$ cat src/rtl/bnw_game_pkg.sv
// Shared types and constants for the piano rhythm game controller.
package bnw_game_pkg;

  typedef enum logic [1:0] {
    IDLE  = 2'd0,
    PLAY  = 2'd1,
    PAUSE = 2'd2,
    DONE  = 2'd3
  } game_state_e;

  localparam int BEAT_W = 7;
  localparam int NOTE_W = 6;

  localparam int DEF_LAST_BEAT      = 96;
  localparam int DEF_TICKS_PER_BEAT = 25_000_000;
  localparam int DEF_TICK_W         = 25;

  // Saturation limits for the scoring counters.
  localparam int SCORE_MAX = 63;
  localparam int MISS_MAX  = 127;

endpackage

$ cat src/rtl/beat_timer.sv
// Tick divider and beat counter. load restarts the song at beat 1;
// run advances the tick, and the beat advances on each tick wrap until
// the final beat, where it holds.
module beat_timer
  import bnw_game_pkg::*;
#(
  parameter int TICKS_PER_BEAT = DEF_TICKS_PER_BEAT,
  parameter int TICK_W         = DEF_TICK_W,
  parameter int LAST_BEAT      = DEF_LAST_BEAT
) (
  input  logic              clk,
  input  logic              rst_n,
  input  logic              run,
  input  logic              load,
  output logic [BEAT_W-1:0] beat_cnt,
  output logic              beat_wrap,
  output logic              last
);

  logic [TICK_W-1:0] tick;

  assign beat_wrap = run && (tick == TICK_W'(TICKS_PER_BEAT - 1));
  assign last      = (beat_cnt == BEAT_W'(LAST_BEAT));

  // Tick divider and beat counter; load wins over run.
  always_ff @(posedge clk or negedge rst_n) begin
    if (!rst_n) begin
      tick     <= '0;
      beat_cnt <= '0;
    end else if (load) begin
      tick     <= '0;
      beat_cnt <= BEAT_W'(1);
    end else if (run) begin
      if (beat_wrap) begin
        tick <= '0;
        if (!last) beat_cnt <= beat_cnt + BEAT_W'(1);
      end else begin
        tick <= tick + TICK_W'(1);
      end
    end
  end

endmodule

$ cat src/rtl/beat_judge_ctrl.sv
// Game-play controller: sequences the song beats, detects new notes from
// the lookup's note index and judges key presses into score/combo/miss.
// All judging happens only in PLAY with pause low; PAUSE freezes everything.
module beat_judge_ctrl
  import bnw_game_pkg::*;
#(
  parameter int TICKS_PER_BEAT = DEF_TICKS_PER_BEAT,
  parameter int TICK_W         = DEF_TICK_W,
  parameter int LAST_BEAT      = DEF_LAST_BEAT
) (
  input  logic              clk,
  input  logic              rst_n,
  input  logic              start,
  input  logic              pause,
  input  logic              key_hit,
  input  logic [NOTE_W-1:0] note_idx,
  output logic [BEAT_W-1:0] beat_cnt,
  output logic [5:0]        score,
  output logic [5:0]        combo,
  output logic [5:0]        max_combo,
  output logic [6:0]        miss_cnt,
  output logic              judge_hit,
  output logic              judge_miss,
  output logic              busy,
  output logic              done
);

  game_state_e       state, state_next;
  logic              run, load, beat_wrap, last, song_end, new_note;
  logic              pending;
  logic [NOTE_W-1:0] prev_idx;
  logic              hit, bad_press, expire, miss;
  logic [5:0]        combo_inc;

  assign run      = (state == PLAY) && !pause;
  assign load     = start && ((state == IDLE) || (state == DONE));
  assign song_end = beat_wrap && last;
  assign new_note = run && (note_idx != '0) && (note_idx != prev_idx);
  assign busy     = (state == PLAY) || (state == PAUSE);
  assign done     = (state == DONE);

  beat_timer #(
    .TICKS_PER_BEAT(TICKS_PER_BEAT),
    .TICK_W        (TICK_W),
    .LAST_BEAT     (LAST_BEAT)
  ) u_beat_timer (
    .clk      (clk),
    .rst_n    (rst_n),
    .run      (run),
    .load     (load),
    .beat_cnt (beat_cnt),
    .beat_wrap(beat_wrap),
    .last     (last)
  );

  // State register.
  always_ff @(posedge clk or negedge rst_n) begin
    if (!rst_n) state <= IDLE;
    else        state <= state_next;
  end

  // Next-state logic; pause outranks the end-of-song transition.
  always_comb begin
    state_next = state;
    case (state)
      IDLE, DONE: if (start) state_next = PLAY;
      PLAY: begin
        if (pause)         state_next = PAUSE;
        else if (song_end) state_next = DONE;
      end
      PAUSE: if (!pause) state_next = PLAY;
      default: state_next = IDLE;
    endcase
  end

  // Judge decode: a hit credits the pending note before any expiry check,
  // so a hit and a new note in one cycle never count as a miss.
  always_comb begin
    hit       = run && key_hit && pending;
    bad_press = run && key_hit && !pending;
    expire    = pending && !hit && (new_note || song_end);
    miss      = bad_press || expire;
    combo_inc = (combo == 6'(SCORE_MAX)) ? combo : combo + 6'd1;
  end

  // Scoring registers and judge pulses.
  always_ff @(posedge clk or negedge rst_n) begin
    if (!rst_n) begin
      score      <= '0;
      combo      <= '0;
      max_combo  <= '0;
      miss_cnt   <= '0;
      judge_hit  <= 1'b0;
      judge_miss <= 1'b0;
      pending    <= 1'b0;
      prev_idx   <= '0;
    end else begin
      judge_hit  <= 1'b0;
      judge_miss <= 1'b0;
      if (load) begin
        score     <= '0;
        combo     <= '0;
        max_combo <= '0;
        miss_cnt  <= '0;
        pending   <= 1'b0;
        prev_idx  <= '0;
      end else begin
        if (hit) begin
          score     <= (score == 6'(SCORE_MAX)) ? score : score + 6'd1;
          combo     <= combo_inc;
          if (combo_inc > max_combo) max_combo <= combo_inc;
          pending   <= 1'b0;
          judge_hit <= 1'b1;
        end
        if (miss) begin
          miss_cnt   <= (miss_cnt == 7'(MISS_MAX)) ? miss_cnt : miss_cnt + 7'd1;
          combo      <= '0;
          judge_miss <= 1'b1;
        end
        if (new_note) begin
          pending  <= 1'b1;
          prev_idx <= note_idx;
        end
      end
    end
  end

endmodule

$ cat config.mk
export PLATFORM = sky130hd
export DESIGN_NAME = beat_judge_ctrl
export DESIGN_NICKNAME = d
export VERILOG_FILES = /design/src/rtl/bnw_game_pkg.sv /design/src/rtl/beat_timer.sv /design/src/rtl/beat_judge_ctrl.sv
export SDC_FILE = /design/constraint.sdc
export NUM_CORES = 1
export LEC_CHECK = 0
export CORE_ASPECT_RATIO = 1.5
export CORE_MARGIN = 3
export CORE_UTILIZATION = 30
export DETAILED_ROUTE_END_ITERATION = 16
export PLACE_DENSITY_LB_ADDON = 0.15
export SLEW_MARGIN = 20
export SYNTH_ARGS = -nofsm -noshare
export SYNTH_HDL_FRONTEND = slang
export SYNTH_SLANG_ARGS = --single-unit
$ cat constraint.sdc
create_clock -name clk -period 5.4 [get_ports clk]
set_input_delay 0.54 -clock clk [delete_from_list [all_inputs] [get_ports clk]]
set_output_delay 0.54 -clock clk [all_outputs]
set_load 0.03 [all_outputs]
==> metrics.md, run 1 <==
| Metric | Value |
|---|---|
| Worst-skew pair later-pin latency | 330 ps |
| Synth area leader | dfrtp_1 |
| H-tree depth | 3 |
| Setup TNS | 0 ps |
| Util after Layout | 38.6% |
| Total GRT Usage | 13.6% |
| Period utilization | 55.6% |
| CP Class | register to register |
| CTS Buf Count | 9 |
| Hold buffer count at CTS | 0 |
| Starting Density | 31.2% |
| Antenna violations before repair | 0 |
| Final Hold Viols | 0 |
| Seq/Total Area, Yosys | 44.9% |
| Final Skew | 4.63 ps |
| Die area | 14000 um^2 |
| Via density | 5.09 |
| Most frequent cells in the layout | dfrtp_1 (68), nor2_1 (58), clkdlybuf4s50_1 (45) |
| Primary FF master, synth | dfrtp_1 |
| DRC errors left | 0 |
| First-pass iteration count of the detailed router | 4 |
| Worst vdd ir | 0.337 mV |
| Ys async rst share | 100% |
| Largest net degree at the start of global routing | 69 |
| Routed WL | 9.12 mm |
| Post-CTS setup buffers | 0 |
| N_diodes | 0 |
| Post-synth EDFFs | 0 |
| Cell leakage power | 2.06 nW |
| Arrival @ worst endpoint | 3260 ps |
| Clock slew seen by the registers of the worst setup and hold paths | 50 ps |
| Die Span Y | 144 um |
| Startpoint types | register |
| # rows | 49 |
| TritonCTS clock tree | built |
| Final Non-Filler Cells | 608 |
| # nets final | 476 |
| Achievable Freq | 0.333 GHz |
| Yosys Warn Count | 0 |
| Status | complete, no violations |
| Max Cap Violations | 0 |
| Seq cells post-synth | 68 |
| Slew HR | 41.2% |
| Synth Instances | 405 |
| IO Count | 47 |
| # setup viols final | 0 |
| DRT antenna net count | 0 |
| Layout area overhead | 23.9% |
| Syn_area_per_cell | 9.35 um^2 |
| Critical Path RT | 5660 ps |
| DP Cell Count | 592 |
| Sink Count | 68 |
| Initial DRC Count | 85 |
| Most common cell after layout, fill and taps aside | dfrtp_1 |
| Worst hold path type | input pin to async pin |
| Synthesized area | 3790 um^2 |
| Routed via count | 3096 |
| Synth top area cells | dfrtp_1 (45%), nor2_1 (5.8%), ha_1 (5.0%) |
| # resized after CTS | 0 |
| Slew @ Worst Pin | 882 ps |
| CTS Buffer Depth | 2 |
| Clock Tree Root | clkbuf_16 |
| Yosys cell types | 49 |
| Average routed wire per standard cell | 15.0 um |
| Crit path max fanout | 9 |
| Vias in the first global route | 3031 |
| Cell Pwr Density | 429 nW/um^2 |
| Max-slew violations | 0 |
| Post-synthesis net count | 431 |
| Post-synth top area share | 44.9% |
| Hpwl dp | 6.67 mm |
| Gpl congestion | 0.807 |
| Total grt overflow | 0 |
| Die X | 97.7 um |
| Core region area | 12100 um^2 |
| Share of cells above drive strength 1 | 7.47% |
| First-pass GRT wire length | 15.4 mm |
| Hold Slack | 401 ps |
| PortBufs | 46 |
| RSZ-0062 raised after global routing | false |
| Final min period | 3000 ps |
| Critical path endpoint category | register |
[cell families after synthesis]
kind of cell	after synthesis	synth area share, %
AND/OR/NAND/NOR	178	23.3
AO/OA/AOI/OAI	71	12.6
flip-flops	68	44.9
XOR/XNOR	34	7.87
buffers and inverters	26	2.81
adder cells (fa/ha/maj)	15	4.96
multiplexers	13	3.50
[power by group]
part	internal, mW	total [mW]	switching, mW
logic	0.282	0.735	0.453
registers	0.591	0.680	0.0889
clock network	0.381	0.596	0.215
total	1.25	2.01	0.756
[flip-flops by register name, summed over array words and instances, names as in the netlist]
register,cells
score,6
miss_cnt,7
pending,1
combo,6
max_combo,6
judge_miss,1
judge_hit,1
u_beat_timer.beat_cnt,7
u_beat_timer.tick,25
prev_idx,6
state,2
[critical path, cell delays in order (launching register included)]
cell	delay (ps)
dfrtp_1	430
ha_1	260
and3_1	210
nand3_1	180
mux2_2	400
ha_1	300
nor2b_1	140
o21a_1	110
o21ai_0	60
a211o_1	380
or2_2	310
a21oi_1	120
[Yosys cell counts, types with 2 or more instances]
library cell  number
a311oi_1           2
dfrtp_1           68
o21a_1             5
nand2b_1           3
or4_4              2
inv_1             12
xnor2_1           13
nor4b_1            2
o31a_1             2
a21oi_1           16
xor2_1            21
nor2b_1            3
a211oi_1           2
a31oi_1            8
clkbuf_1          12
nand3b_1           2
and3_1            11
o31ai_1            3
and2_1             3
mux2_2             2
ha_1              15
nor4_1             2
nand3_1           18
and4_1             5
nand2_1           39
a31o_2             3
nor3_1             5
nand4_1           17
nor2_1            58
or2_2              4
mux2i_1           11
o21ai_0           19
[per-stage QoR]
step	cell area, um^2	worst slack [ps]	total power [mW]
after floorplan	3790	2390	1.19
after global placement	4390	2410	1.42
after detailed placement	4390	2320	1.43
after CTS	4690	2400	2.04
after global routing	4690	2170	2.15
final	4690	2400	2.01
[final timing paths]
path                                            start               endpoint  slack [ps]  cells after the start
worst max register to register               combo[0]           max_combo[0]        2400                     11
worst min-delay path                            rst_n           max_combo[3]         400                      2
min in group clk                u_beat_timer.tick[24]  u_beat_timer.tick[24]         480                      1
worst max-delay path                         combo[0]           max_combo[0]        2400                     11
max in group asynchronous                       rst_n   u_beat_timer.tick[0]        4410                      2
worst min register to register  u_beat_timer.tick[24]  u_beat_timer.tick[24]         480                      1
[layout make-up]
class                   count  area [um^2]
flip-flops and latches     68         1700
multi-input cells         311         1980
repair buffers             48          470
well taps                 153          191
clock inverters             4         47.5
clock buffers              12          256
fillers                  1238         7450
inverters                  12         45.0
[layer usage]
metal  global-route usage (%)  wire (um)  up-vias
li1                         -          -     1534
met1                     16.4       4020     1488
met2                     23.6       4560       61
met3                     3.01        341       13
met4                     5.69        193        0
met5                        0          0        -
Power figures use the tool's default switching activity.
==> run 2: changes to the inputs <==
==> constraint.sdc (replaced) <==
create_clock -name clk -period 2.4 [get_ports clk]
set_input_delay 0.24 -clock clk [delete_from_list [all_inputs] [get_ports clk]]
set_output_delay 0.24 -clock clk [all_outputs]
set_load 0.03 [all_outputs]
==> metrics.md, run 2 (synthesis gave the netlist of run 1 again) <==
| Metric | Value |
|---|---|
| DP Cell Count | 649 |
| TritonCTS clock tree | built |
| Layout area overhead | 43.7% |
| Average routed wire per standard cell | 15.2 um |
| R2R Setup Slk | -160 ps |
| Most common cell after layout, fill and taps aside | dfrtp_1 |
| Final min period | 2560 ps |
| Initial DRC Count | 118 |
| Metal3 WL | 305 um |
| Max Cap Violations | 0 |
| Largest net degree at the start of global routing | 45 |
| Final Skew | 10.5 ps |
| Achievable Freq | 0.390 GHz |
| Reg2reg end | max_combo[0] |
| Routed via count | 3412 |
| Setup WS post-layout | -162 ps |
| Max layer used | met4 |
| Crit path max fanout | 5 |
| Final Hold Viols | 0 |
| FILL cells | 1169 |
| # rows | 49 |
| Slew @ Worst Pin | 628 ps |
| Gpl congestion | 0.820 |
| First-pass iteration count of the detailed router | 4 |
| N_diodes | 0 |
| Max-slew violations | 0 |
| Routed WL | 10.2 mm |
| Critical path startpoint | combo[1] |
| Via density | 5.08 |
| Arrival @ worst endpoint | 2830 ps |
| Critical Path RT | 2670 ps |
| CP Class | register to register |
| Most frequent cells in the layout | dfrtp_1 (66), buf_4 (57), nor2_1 (56) |
| CTS Buf Count | 9 |
| Clock slew seen by the registers of the worst setup and hold paths | 60 ps |
| Met2 wire length | 5.38 mm |
| Status | finished, violations left |
| Worst hold path type | input pin to async pin |
| CTS Buffer Depth | 2 |
| DRC errors left | 0 |
| H-tree depth | 3 |
| Setup TNS | -1560 ps |
| Starting Density | 31.2% |
| First-pass GRT wire length | 17.5 mm |
| Failing checks | negative setup slack |
| Wl on met1 | 4.25 mm |
| Worst vdd ir | 0.469 mV |
| Antenna violations before repair | 0 |
| Top Registers | u_beat_timer.tick: 25 flops, miss_cnt: 7 flops, u_beat_timer.beat_cnt: 7 flops |
| # nets final | 540 |
| Sink Count | 68 |
| Crit Reg-Reg Startpoint | combo[1] |
| R2r worst-path depth | 11 |
| Total GRT Usage | 15.5% |
| Startpoint types | register |
| IO Count | 47 |
| Slew HR | 58.0% |
| Max reg flops | 25 |
| Clock Tree Root | clkbuf_16 |
| Core region area | 12100 um^2 |
| Die X | 97.7 um |
| DRT antenna net count | 0 |
| # setup viols final | 18 |
| Worst setup endpoint | max_combo[0] |
| Critical path endpoint category | register |
| Die Span Y | 144 um |
| Cell Pwr Density | 963 nW/um^2 |
| Hpwl dp | 7.61 mm |
| Share of cells above drive strength 1 | 24.7% |
| Worst-skew pair later-pin latency | 340 ps |
| Period utilization | 107% |
| Post-DP Area | 4920 um^2 |
| Cell leakage power | 2.44 nW |
| RSZ-0062 raised after global routing | true |
| Final Non-Filler Cells | 672 |
| Vias in the first global route | 3532 |
| Die area | 14000 um^2 |
| Hold Slack | 466 ps |
| Total grt overflow | 0 |
| PortBufs | 46 |
| Top reg by flops | u_beat_timer.tick |
| Design area | 5440 um^2 |
==> run 2: changes by cell type in the layout (fill, tap and decap cells not counted), sizes merged <==
cell,before,now
buf,3,65
clkbuf,12,9
clkinv,2,4
a211o,1,2
bufinv,1,2
clkinvlp,1,0
dlygate4sd3,0,1
inv,12,13
==> run 2: per-stage QoR <==
step	power (mW)	worst slack, ps	util (%)
after floorplan	2.73	-240	-
after global placement	3.61	-195	40.5
after detailed placement	3.63	-234	40.5
after CTS	5.19	-179	44.0
after global routing	5.58	-271	44.8
final	5.24	-162	44.8
==> run 2: worst max-delay path, stage by stage (launching register included) <==
cell and delay, ps:
dfrtp_2 420, ha_4 170, and3_4 180, nand3_4 80, mux2_4 340, ha_4 280
nor2b_4 120, o21a_1 130, o21ai_2 70, a211o_4 380, or2_4 240, a21oi_2 100
==> run 2: routing by layer <==
| layer | vias to the layer above | GRT usage (%) |
|---|---|---|
| met5 | - | 0 |
| met4 | 0 | 6.86 |
| met3 | 17 | 2.87 |
| met2 | 69 | 28.6 |
| met1 | 1665 | 17.3 |
| li1 | 1661 | - |
==> run 2: report_power, final <==
part | internal [mW] | switching (mW) | leakage, nW | total [mW]
combinational | 1.04 | 1.29 | 1.36 | 2.33
clock | 0.916 | 0.516 | 0.160 | 1.43
sequential | 1.33 | 0.148 | 0.924 | 1.48
==> run 2: worst min path at each step <==
stage / start / endpoint / cells after the start
2_1_floorplan: rst_n / combo[0] / 0
6_report: rst_n / miss_cnt[3] / 2
3_3_place_gp: rst_n / score[1] / 1
5_1_grt: rst_n / miss_cnt[0] / 2
4_1_cts: rst_n / miss_cnt[3] / 2
3_5_place_dp: rst_n / miss_cnt[6] / 1
==> run 2: final cells by class <==
class                      instances  area, um^2  area share, %
multi-input combinational        312        2180           40.0
sequential                        68        1700           31.3
timing repair buffer             111         998           18.3
clock buffer                       9         225           4.14
tap                              153         191           3.52
clock inverter                     7         100           1.84
inverter                          12        45.0          0.828
==> run 2: timing repair <==
action / in CTS / in global routing
hold buffers: 1 / 0
setup endpoints to repair: 50 / 33
setup buffers: 1 / 4
hold endpoints to repair: 24 / 0
resized for setup: 17 / 22
cloned: 1 / 0
pin swaps: 13 / 10
==> run 3: changes to the inputs <==
--- a/config.mk
+++ b/config.mk
@@ -10,6 +10,7 @@
 export CORE_UTILIZATION = 30
 export DETAILED_ROUTE_END_ITERATION = 16
 export PLACE_DENSITY_LB_ADDON = 0.15
+export SETUP_SLACK_MARGIN = 0.4
 export SLEW_MARGIN = 20
 export SYNTH_ARGS = -nofsm -noshare
 export SYNTH_HDL_FRONTEND = slang
==> metrics.md, run 3 (synthesis gave the netlist of run 1 again) <==
| Metric | Value |
|---|---|
| Status | finished, violations left |
| Failing checks | negative setup slack |
| Achievable Freq | 0.378 GHz |
| Sink Count | 68 |
| Antenna violations before repair | 0 |
| RSZ-0062 raised after global routing | true |
| Die area | 14000 um^2 |
| Cell leakage power | 2.52 nW |
| TritonCTS clock tree | built |
| Cell Pwr Density | 976 nW/um^2 |
| Worst vdd ir | 0.601 mV |
| Register area | 1700 um^2 |
| Setup WS post-layout | -248 ps |
| Setup TNS | -3140 ps |
| Final Skew | 8.44 ps |
| Clock Tree Root | clkbuf_16 |
| Layer with the highest usage | met2 |
| Final Hold Viols | 0 |
| Gpl congestion | 0.831 |
| Final min period | 2650 ps |
| Max Cap Violations | 0 |
| Grt met3 use | 2.87% |
| Cell Int Power | 3.42 mW |
| Clock power share | 26.5% |
| Die Span Y | 144 um |
| Most common cell after layout, fill and taps aside | buf_4 |
| Slew HR | 61.5% |
| Max-slew violations | 0 |
| Slew @ Worst Pin | 573 ps |
| Arrival @ worst endpoint | 2870 ps |
| CTS Buf Count | 9 |
| # rows | 49 |
| Top reg by flops | u_beat_timer.tick |
| Starting Density | 31.2% |
| Total power | 5.45 mW |
| Max reg flops | 25 |
| Design area | 5580 um^2 |
| Share of cells above drive strength 1 | 26.3% |
| PortBufs | 46 |
| Period utilization | 110% |
| H-tree depth | 3 |
| CP Class | register to register |
| Grt met1 use | 17.9% |
| Worst hold path type | input pin to async pin |
| DRT antenna net count | 0 |
| First-pass GRT wire length | 17.8 mm |
| DRC errors left | 0 |
| Vias in the first global route | 3530 |
| Core region area | 12100 um^2 |
| Top Registers | u_beat_timer.tick: 25 flops, miss_cnt: 7 flops, u_beat_timer.beat_cnt: 7 flops |
| Clock slew seen by the registers of the worst setup and hold paths | 60 ps |
| Critical path endpoint category | register |
| Die X | 97.7 um |
| Via density | 5.03 |
| Comb pwr share | 46.2% |
| # setup viols final | 31 |
| Hpwl dp | 7.94 mm |
| Total GRT Usage | 15.9% |
| CTS Buffer Depth | 2 |
| Largest net degree at the start of global routing | 69 |
| Most frequent cells in the layout | buf_4 (69), dfrtp_1 (66), nor2_1 (56) |
| FILL cells | 1161 |
| IO Count | 47 |
| Switch Pwr | 2.03 mW |
| # nets final | 553 |
| Initial DRC Count | 167 |
| Util after Layout | 46.0% |
| Total grt overflow | 0 |
| Seq pwr share | 27.3% |
| N_diodes | 0 |
| Startpoint types | register |
| Critical Path RT | 2620 ps |
| Average routed wire per standard cell | 15.9 um |
| Routed WL | 10.9 mm |
| Routed via count | 3448 |
| Crit path max fanout | 6 |
| Post-DP Area | 4950 um^2 |
| First-pass iteration count of the detailed router | 6 |
| Layout area overhead | 47.4% |
| Hold Slack | 441 ps |
| Multi-input logic area | 2240 um^2 |
| Worst-skew pair later-pin latency | 340 ps |
| Met2 usage | 29.1% |
| Switch share | 37.2% |
-- run 3: cell types whose count changed in the layout (fill, tap and decap cells not counted), moves of 2 or more --
cell / delta
nor2_4: +2
a21oi_1: +5
o21ai_1: +3
buf_12: -2
nor3_2: -2
buf_4: +12
o21ai_0: -2
nor2_2: -2
a21oi_2: -5
nor3_1: +2
nand2_8: +2
-- run 3: final cells by class --
cell class                      instances  area share [%]
Clock inverter                          6            1.57
Multi-Input combinational cell        313            40.1
Sequential cell                        68            30.5
Timing Repair Buffer                  123            19.2
Clock buffer                           10            4.28
Inverter                               12           0.807
Tap cell                              153            3.43
-- run 3: metal layers --
layer	vias to the layer above	wire length [um]
li1	1687	-
met1	1683	4350
met2	57	5890
met3	21	309
met4	0	351
met5	-	0
-- run 3: final timing paths --
check	startpoint	slack, ps	endpoint	cells after the start
min	rst_n	440	state[1]	3
min reg2reg	u_beat_timer.tick[24]	510	u_beat_timer.tick[24]	1
min in group clk	u_beat_timer.tick[24]	510	u_beat_timer.tick[24]	1
max in group asynchronous	rst_n	1620	combo[1]	3
max	u_beat_timer.tick[6]	-250	miss_cnt[0]	7
max reg2reg	u_beat_timer.tick[6]	-250	miss_cnt[0]	7
-- run 3: critical path: stages (launching register included) --
cell      delay, ps
dfrtp_1         370
or4_4           520
or4_4           530
or4_4           540
o211ai_4        140
buf_4           160
a21oi_1          50
a31o_2          210
-- run 3: power groups by stage --
stage / Sequential, mW / Clock [mW] / Combinational (mW)
after floorplan: 1.69 / 0 / 1.08
after global placement: 1.50 / 0 / 2.14
after detailed placement: 1.50 / 0 / 2.16
after CTS: 1.49 / 1.48 / 2.37
after global routing: 1.51 / 1.53 / 2.74
final: 1.49 / 1.44 / 2.51
-- run 3: timing repair --
action / in CTS / in global routing
pin swaps: 20 / 11
endpoints found under the hold margin: 68 / 0
setup buffers: 8 / 6
hold buffers: 1 / 0
cloned: 2 / 0
setup endpoints to repair: 60 / 60
gates resized for setup: 22 / 18
-- run 3: through the flow --
step	std cells	setup slack, ps
after CTS	679	-225
after detailed placement	652	-284
after global routing	685	-331
after global placement	652	-240
after floorplan	405	-240
final	685	-248
